[config.mk]
export PLATFORM = sky130hd
export DESIGN_NAME = miner_work_scheduler
export DESIGN_NICKNAME = d
export VERILOG_FILES = /design/src/rtl/miner_sched_pkg.sv /design/src/rtl/miner_found_arbiter.sv /design/src/rtl/miner_work_scheduler.sv
export SDC_FILE = /design/constraint.sdc
export NUM_CORES = 1
export LEC_CHECK = 0
export BUFFER_PORTS_ARGS = -buffer_cell sky130_fd_sc_hd__buf_2
export CORE_AREA = 10 10 386 388
export DETAILED_ROUTE_END_ITERATION = 6
export DIE_AREA = 0 0 396 398
export GPL_TIMING_DRIVEN = 0
export PLACE_DENSITY_LB_ADDON = 0.1
export RECOVER_POWER = 100
export SLEW_MARGIN = 20
export SYNTH_ARGS = -nofsm -noshare
export SYNTH_HDL_FRONTEND = slang
export SYNTH_SLANG_ARGS = --single-unit
[constraint.sdc]
create_clock -name clk -period 1.7 [get_ports clk]
set_input_delay 0.34 -clock clk [delete_from_list [all_inputs] [get_ports clk]]
set_output_delay 0.34 -clock clk [all_outputs]
set_load 0.02 [all_outputs]
[src/rtl/miner_sched_pkg.sv]
// rtl/miner_sched_pkg.sv - shared types, widths and helpers for the miner work scheduler
package miner_sched_pkg;

  typedef enum logic [1:0] {IDLE, LOAD, RUN, REPORT} sched_state_t;

  localparam int MIDSTATE_W = 256;
  localparam int DATA_W     = 96;
  localparam int NONCE_W    = 32;
  localparam int MAX_CORES  = 16;

  // Index of the lowest set bit; 0 when no bit is set.
  function automatic logic [3:0] lowest_set_idx(input logic [MAX_CORES-1:0] bits);
    lowest_set_idx = '0;
    for (int i = MAX_CORES - 1; i >= 0; i--) begin
      if (bits[i]) lowest_set_idx = 4'(i);
    end
  endfunction

endpackage

[src/rtl/miner_found_arbiter.sv]
// rtl/miner_found_arbiter.sv - lowest-index priority pick among cores reporting a golden nonce
module miner_found_arbiter
  import miner_sched_pkg::*;
#(
  parameter int NUM_CORES = 4,
  parameter int IDX_W     = 2
) (
  input  logic [NUM_CORES-1:0]         found,
  input  logic [NONCE_W*NUM_CORES-1:0] nonce,
  output logic                         any_found,
  output logic [IDX_W-1:0]             win_idx,
  output logic [NONCE_W-1:0]           win_nonce
);

  logic [MAX_CORES-1:0] found_pad;
  logic [3:0]           idx_full;

  always_comb begin
    found_pad                = '0;
    found_pad[NUM_CORES-1:0] = found;
  end

  assign idx_full  = lowest_set_idx(found_pad);
  assign any_found = |found;
  assign win_idx   = idx_full[IDX_W-1:0];

  always_comb begin
    win_nonce = '0;
    for (int i = 0; i < NUM_CORES; i++) begin
      if (idx_full == 4'(i)) win_nonce = nonce[i*NONCE_W +: NONCE_W];
    end
  end

endmodule

[src/rtl/miner_work_scheduler.sv]
// rtl/miner_work_scheduler.sv - job sequencer for NUM_CORES miner cores; MINER_HASHCOUNT_EN adds hash_count
module miner_work_scheduler
  import miner_sched_pkg::*;
#(
  parameter int NUM_CORES = 4,
  parameter int IDX_W     = (NUM_CORES > 1) ? $clog2(NUM_CORES) : 1
) (
  input  logic                         clk,
  input  logic                         rst_n,
  input  logic                         job_valid,
  output logic                         job_ready,
  input  logic [MIDSTATE_W-1:0]        job_midstate,
  input  logic [DATA_W-1:0]            job_data,
  input  logic                         job_abort,
  output logic [MIDSTATE_W-1:0]        core_midstate,
  output logic [DATA_W-1:0]            core_data,
  output logic [NUM_CORES-1:0]         core_start,
  output logic [NONCE_W*NUM_CORES-1:0] core_base_nonce,
  output logic                         core_stop,
  input  logic [NUM_CORES-1:0]         core_found,
  input  logic [NONCE_W*NUM_CORES-1:0] core_nonce,
  input  logic [NUM_CORES-1:0]         core_done,
  output logic                         res_valid,
  input  logic                         res_ready,
  output logic                         res_found,
  output logic [NONCE_W-1:0]           res_nonce,
  output logic [IDX_W-1:0]             res_core
`ifdef MINER_HASHCOUNT_EN
  ,
  output logic [63:0]                  hash_count
`endif
);

  localparam int SLICE_SH = NONCE_W - $clog2(NUM_CORES);

  sched_state_t         state, state_next;
  logic                 accept, run_abort, run_found, run_done;
  logic                 any_found;
  logic [IDX_W-1:0]     win_idx;
  logic [NONCE_W-1:0]   win_nonce;

  miner_found_arbiter #(
    .NUM_CORES (NUM_CORES),
    .IDX_W     (IDX_W)
  ) u_arbiter (
    .found     (core_found),
    .nonce     (core_nonce),
    .any_found (any_found),
    .win_idx   (win_idx),
    .win_nonce (win_nonce)
  );

  always_ff @(posedge clk) begin
    if (!rst_n) state <= IDLE;
    else        state <= state_next;
  end

  always_comb begin
    state_next = state;
    accept     = 1'b0;
    run_abort  = 1'b0;
    run_found  = 1'b0;
    run_done   = 1'b0;
    case (state)
      IDLE: begin
        if (job_valid) begin
          accept     = 1'b1;
          state_next = LOAD;
        end
      end
      LOAD: begin
        if (job_abort) begin
          run_abort  = 1'b1;
          state_next = IDLE;
        end else begin
          state_next = RUN;
        end
      end
      RUN: begin
        // core_done is a level held from the previous job until cores see start, so skip it that cycle.
        if (job_abort) begin
          run_abort  = 1'b1;
          state_next = IDLE;
        end else if (any_found) begin
          run_found  = 1'b1;
          state_next = REPORT;
        end else if ((&core_done) && !(|core_start)) begin
          run_done   = 1'b1;
          state_next = REPORT;
        end
      end
      REPORT: begin
        if (res_ready) state_next = IDLE;
      end
      default: state_next = IDLE;
    endcase
  end

  assign job_ready = (state == IDLE);

  always_ff @(posedge clk) begin
    if (!rst_n) begin
      core_midstate   <= '0;
      core_data       <= '0;
      core_start      <= '0;
      core_base_nonce <= '0;
      core_stop       <= 1'b1;
      res_valid       <= 1'b0;
      res_found       <= 1'b0;
      res_nonce       <= '0;
      res_core        <= '0;
    end else begin
      core_start <= '0;
      for (int i = 0; i < NUM_CORES; i++) begin
        core_base_nonce[i*NONCE_W +: NONCE_W] <= NONCE_W'(i) << SLICE_SH;
      end
      if (accept) begin
        core_midstate <= job_midstate;
        core_data     <= job_data;
      end
      if (state == LOAD && !job_abort) begin
        core_start <= '1;
        core_stop  <= 1'b0;
      end
      if (run_abort) core_stop <= 1'b1;
      if (run_found) begin
        res_valid <= 1'b1;
        res_found <= 1'b1;
        res_nonce <= win_nonce;
        res_core  <= win_idx;
        core_stop <= 1'b1;
      end
      if (run_done) begin
        res_valid <= 1'b1;
        res_found <= 1'b0;
        res_nonce <= '0;
        res_core  <= '0;
        core_stop <= 1'b1;
      end
      if (state == REPORT && res_ready) res_valid <= 1'b0;
    end
  end

`ifdef MINER_HASHCOUNT_EN
  always_ff @(posedge clk) begin
    if (!rst_n) begin
      hash_count <= '0;
    end else if (state == RUN) begin
      if (hash_count > (64'hFFFF_FFFF_FFFF_FFFF - 64'(NUM_CORES))) hash_count <= '1;
      else hash_count <= hash_count + 64'(NUM_CORES);
    end
  end
`endif

endmodule

Word level (Yosys, flattened, before mapping) --
Cells that the tools add are included.
Word-level totals: flip-flop bits (word level) 523, bits in read-only memories 0, word-level logic and storage cells 66, memories kept 0, latch bits 0, bits in writable memories 0, input port bits 493, output and inout bits 522
Operators by class: multiplexer cells 30, reductions and logical operators 16, $mul 0, $lt $le $gt $ge 0, equal/unequal tests 9, divide/modulo/power cells 0, shift operators 0, bitwise gates (word level) 1, add/subtract/negate cells 0
Operators with widths (count):
- $mux W128 | 1
- $mux W32 | 4
- $mux W2 | 10
- $mux W1 | 13
- $reduce_or A4 Y1 | 3
- $eq A2 B2 Y1 const B | 4
- $pmux W2 S4 | 1
- $reduce_or A2 Y1 | 3
- $eq A2 B1 Y1 const B | 2
- $logic_not A4 Y1 | 1
- $mux W4 | 1
- $ne A2 B2 Y1 const B | 2
- $ne A4 B4 Y1 const B | 1
- $reduce_and A4 Y1 | 1
- $logic_and A1 B1 Y1 | 3
- $reduce_and A3 Y1 | 1
- $logic_not A1 Y1 | 2
- $logic_not A2 Y1 | 1
- $reduce_bool A2 Y1 | 1
- $not A1 Y1 | 1

Logic depth before layout (Yosys ltp) --
depth in word-level cells 9, gate-level depth with buffers 8, gate-level depth less buffers 6

Cells and area by module --
Synthesis repeated with hierarchy kept, for this count alone.
Unflattened totals: cell total of the unflattened synthesis 2060, area, all modules 16572.1 µm²
By module, submodules not included:
- miner_work_scheduler | seq. area each 7867.5 µm², cells an instance 1844, area an instance 15379.8 µm², times used 1
- miner_found_arbiter | seq. area each 0.0 µm², cells an instance 216, area an instance 1192.4 µm², times used 1

Worst setup path before layout --
Ideal clock, no wire load.
kind reg2reg, start register state[0], end register core_midstate[166], required time 1630 ps, stages on the path, launching flop included 9, data arrival time 1714 ps, period minus slack after synthesis 1785 ps, path buffers 3, slack -85 ps, cells stage by stage dfxtp_1 inv_1 ha_1 and2_1 clkbuf_1 clkbuf_1 buf_2 nand2_1 a21oi_1
Between the ends: cells in the longest elaborated chain, start to end 2
RTL lines:
- start: declaration | RTL line miner_work_scheduler.sv:36 | sched_state_t state, state_next;
- start signal: assignment | RTL line miner_work_scheduler.sv:55 | else state <= state_next;
- $logic_not A2 Y1
- named net job_ready | RTL line miner_work_scheduler.sv:11 | output logic job_ready,
- $mux W1 | RTL line miner_work_scheduler.sv:64 | case (state)
- end signal: assignment | RTL line miner_work_scheduler.sv:118 | core_midstate <= job_midstate;
- end: declaration | RTL line miner_work_scheduler.sv:15 | output logic [MIDSTATE_W-1:0] core_midstate,
The timed path passes the listed nets, and every way through them passes these cells. A chain may end at the register's enable or synchronous reset.

Worst setup path after layout --
start register state[0], end register res_nonce[29]
Between the ends: cells in the longest elaborated chain, start to end 3, elaborated cells between the ends (all ways) 4, those cells by class 1 x eq/ne; 2 x mux; 1 x reduce/logical
RTL lines:
- $eq A2 B2 Y1 (*) | RTL line miner_work_scheduler.sv:64
- $mux W1 | RTL line miner_work_scheduler.sv:64
- $reduce_or A2 Y1 (no line)
- end signal: assignment | RTL line miner_work_scheduler.sv:129 | res_nonce <= win_nonce;
- end: declaration | RTL line miner_work_scheduler.sv:26 | output logic [NONCE_W-1:0] res_nonce,
Every way passes the cells marked *; elsewhere a longest branch is shown, timed or not.

==> flow_summary.json <==
{
  "drc": 0,
  "rows": 138,
  "critPathLaunch": "state[0]",
  "clockBufferDepth": 3,
  "ys_ff_latch": 393,
  "drt-total-wl_microns": 110000,
  "synth_cells": 1964,
  "timing.slew.headroom_pct": 31.2,
  "end_kind": "flop",
  "critPathCapture": "res_nonce[29]",
  "vias_per_cell": 3.46,
  "synth_top_area_cells": "dfxtp_1 (51%), nand2_1 (18%), a21oi_1 (12%), buf_4 (6.5%), clkbuf_1 (2.4%)",
  "total_number_of_h_tree_levels": 2,
  "pins_over_slew_limit": 0,
  "ordered_list_of_cells_on_the_worst_path": "inv_2 -> buf_6 -> ha_4 -> nor2b_4 -> nand2b_4 -> buf_12 -> clkbuf_16 -> nor3_4 -> nor4_4",
  "critical_path_class": "flop to flop",
  "dpl-instance-area_sq_mm": 0.0227,
  "internal_power_component_mw": 19.7,
  "worstPathArrival_ps": 2280,
  "cts-root-buf": "clkbuf_16",
  "critical_path_cell_count": 9,
  "async_sr_flop_fraction_pct": 0,
  "path_buf_inv": 4,
  "grt_antenna_before_repair": 20,
  "groute.usage.overall_pct": 12.9,
  "syn-mean-instance-area_sq_um": 7.84,
  "globalRoute.totalOverflow": 0,
  "area_growth_syn_to_layout_pct": 101,
  "clock_tree_from_tritoncts": "built",
  "detailedRoute.firstPassIterationCount": 4,
  "effective_utilization_at_floorplan_pct": 10.9,
  "crit_slowest_cell": "dfxtp_2",
  "worst_slack_ps": -65.8,
  "instances_no_fill": 5400,
  "timing.rr.end": "res_nonce[29]",
  "synth_top_area_share_pct": 51.1,
  "drt-initial-drc-count": 655,
  "worstSetupStartpointType": "flop",
  "finalClockSkew_ps": 18.3,
  "worstReg2RegStart": "state[0]",
  "layout-drive-gt1-share_pct": 42.3,
  "fp.dieH_microns": 398,
  "cell_type_with_the_highest_aggregate_area_in_the_netlist": "dfxtp_1",
  "timing.final.hold_violations": 0,
  "synthFlopType": "dfxtp_1",
  "yosysWarnings": 0,
  "place_congestion": 0.792,
  "largest_vdd_supply_drop_v": 0.000726,
  "violations": "negative setup slack",
  "total_core_area_sq_mm": 0.141,
  "share_clk_of_total_power_pct": 40.9,
  "i_o_pin_count": 1015,
  "timing.final.crit_period_ps": 1770,
  "fin_nets": 3942,
  "required_time_of_the_worst_setup_path_ps": 2210,
  "multi_input_comb_area_sq_mm": 0.00752,
  "rrSetupSlack_ps": -70,
  "yosys-top-cells-count": "nand2_1 (740), dfxtp_1 (393), a21oi_1 (369)",
  "detail-route-antenna-nets": 0,
  "power_frac_comb_pct": 23.9,
  "timing_worst_slew_pin_value_ps": 1030,
  "crit_fanout": 5,
  "clkSinkCount": 393,
  "post_synth_instance_area_sq_mm": 0.0154,
  "routed-via-count": 18686,
  "timing.max_cap.violations": 0,
  "wl_per_cell_microns": 20.3,
  "grt_start_max_net_pins": 16,
  "p_leak_nw": 14.0,
  "power.share.switching_pct": 32.2,
  "count_of_buffers_from_port_buffering": 887,
  "cts-buffers-inserted": 56,
  "min-delay-path-class": "primary input to flop",
  "power_density_mw_per_mm2": 938,
  "rsz_0062_raised_after_global_routing": "true",
  "vias_in_the_first_global_route": 19902,
  "p_seq_share_pct": 35.2,
  "placedCellCount": 4865,
  "floorplan.die_area_sq_mm": 0.158,
  "most_numerous_cell_in_the_yosys_netlist": "nand2_1",
  "fillerInstances": 15977,
  "synth_cell_types": 43,
  "min_period_over_period_pct": 104,
  "ff_latch_area_sq_mm": 0.00789,
  "place_hpwl_microns": 86800,
  "grt_pass1_wl_microns": 149000,
  "worstRegToRegCells": 9,
  "max_freq_mhz": 566,
  "total_net_switching_power_mw": 9.36,
  "final_design_instance_area_without_fill_sq_mm": 0.0309,
  "worst_path_dominant_cell_family": "simple AND/OR/NAND/NOR gates",
  "yosysSeqAreaShare_pct": 51.1,
  "status": "complete, but fails checks",
  "finalSetupViolCount": 14,
  "crit_path_max_incr_delay_ps": 320,
  "number_of_flops_mapped_to_enable_cells_by_yosys": 0,
  "clock_latency_ps": 650,
  "clk_transition_reported_paths_ps": 60,
  "die_width_microns": 396
}
-- per-layer routing --
metal	global-route usage (%)	vias to the layer above	wire, microns
li1	-	9247	-
met1	14.1	8699	42600
met2	22.8	590	55300
met3	4.34	144	8150
met4	4.75	6	3680
met5	0	-	33
-- registers in the layout, summed over array words and instances (netlist names) --
signal	flops
core_start	1
state	2
core_data	96
res_found	1
core_stop	1
res_valid	1
res_core	2
core_base_nonce	1
res_nonce	32
core_midstate	256
-- worst reg2reg max path, delay by kind of cell (launching register included) --
kind / cells / cell delay, ps
adders and majority gates: 1 / 150
and+or+nand+nor: 4 / 650
buffers and inverters: 4 / 500
DFF: 1 / 320
-- power groups by stage --
stage               combinational, mW  clock [mW]  sequential, mW
finish                           6.94        11.9            10.2
detailed placement               5.32           0            10.4
global placement                 5.34           0            10.4
floorplan                        2.00           0            11.1
CTS                              6.53        12.5            10.2
global route                     7.51        12.8            10.3
-- how the worst min path moves through the flow --
stage | end | slack [ps] | startpoint | depth (start not counted)
global placement | core_midstate[70] | 440 | core_midstate[70] | 2
global route | res_nonce[29] | 30 | core_nonce[29] | 3
finish | res_nonce[29] | 70 | core_nonce[29] | 3
detailed placement | core_data[82] | 440 | core_data[82] | 2
CTS | res_nonce[29] | 0.3 | core_nonce[29] | 3
floorplan | core_base_nonce[126] | 370 | rst_n | 0
-- cell usage in the layout (no fill, tap or decap), drive strengths merged, types with 11 or more instances in the layout --
cell type,netlist,routed
a21oi,369,369
nand2,740,740
a21o,11,11
buf,180,1121
a221oi,24,24
o21ai,15,15
a211oi,12,12
clkbuf,97,179
nor2,14,14
nand3,12,12
dlygate4sd3,0,359
diode,0,18
a22oi,14,14
clkinv,2,19
dfxtp,393,393
a2bb2oi,13,13
conb,1,124
-- per-stage QoR --
| stage | setup WS [ps] | power, mW | setup TNS, ps | hold slack (ps) | utilization, % |
|---|---|---|---|---|---|
| after CTS | -107 | 29.2 | -3340 | 0.345 | 20.9 |
| after global routing | -132 | 30.6 | -4570 | 31.0 | 21.9 |
| after global placement | -2450 | 15.7 | -648440 | 441 | 16.1 |
| after detailed placement | -1430 | 15.7 | -415510 | 443 | 16.1 |
| final | -65.8 | 29.0 | -284 | 65.9 | 21.9 |
| after floorplan | -2.90 | 13.1 | -580 | 368 | - |
-- cell type report --
type | instances | area share, %
antenna | 18 | 0.146
buffer | 274 | 7.27
clock buffer | 82 | 5.26
clock inverter | 23 | 0.659
inverter | 7 | 0.0890
multi-input combinational | 1410 | 24.3
sequential | 393 | 25.5
tap | 1890 | 7.64
timing repair buffer | 1303 | 29.1
-- timing repair --
| item | 4_1_cts | 5_1_grt |
|---|---|---|
| hold buffers | 359 | 0 |
| hold endpoints to repair | 359 | 0 |
| setup buffers | 24 | 14 |
| gates cloned | 7 | 14 |
| setup endpoints to repair | 409 | 358 |
| pin swaps | 16 | 76 |
| resized for setup | 273 | 296 |
-- cell families after synthesis --
| logic type | synth area share (%) |
|---|---|
| flops | 51.1 |
| other cells | 0.0244 |
| fa+ha+maj | 0.325 |
| compound gates | 17.7 |
| buf+inv | 10.6 |
| simple gates | 20.3 |
Power figures use the tool's default switching activity.
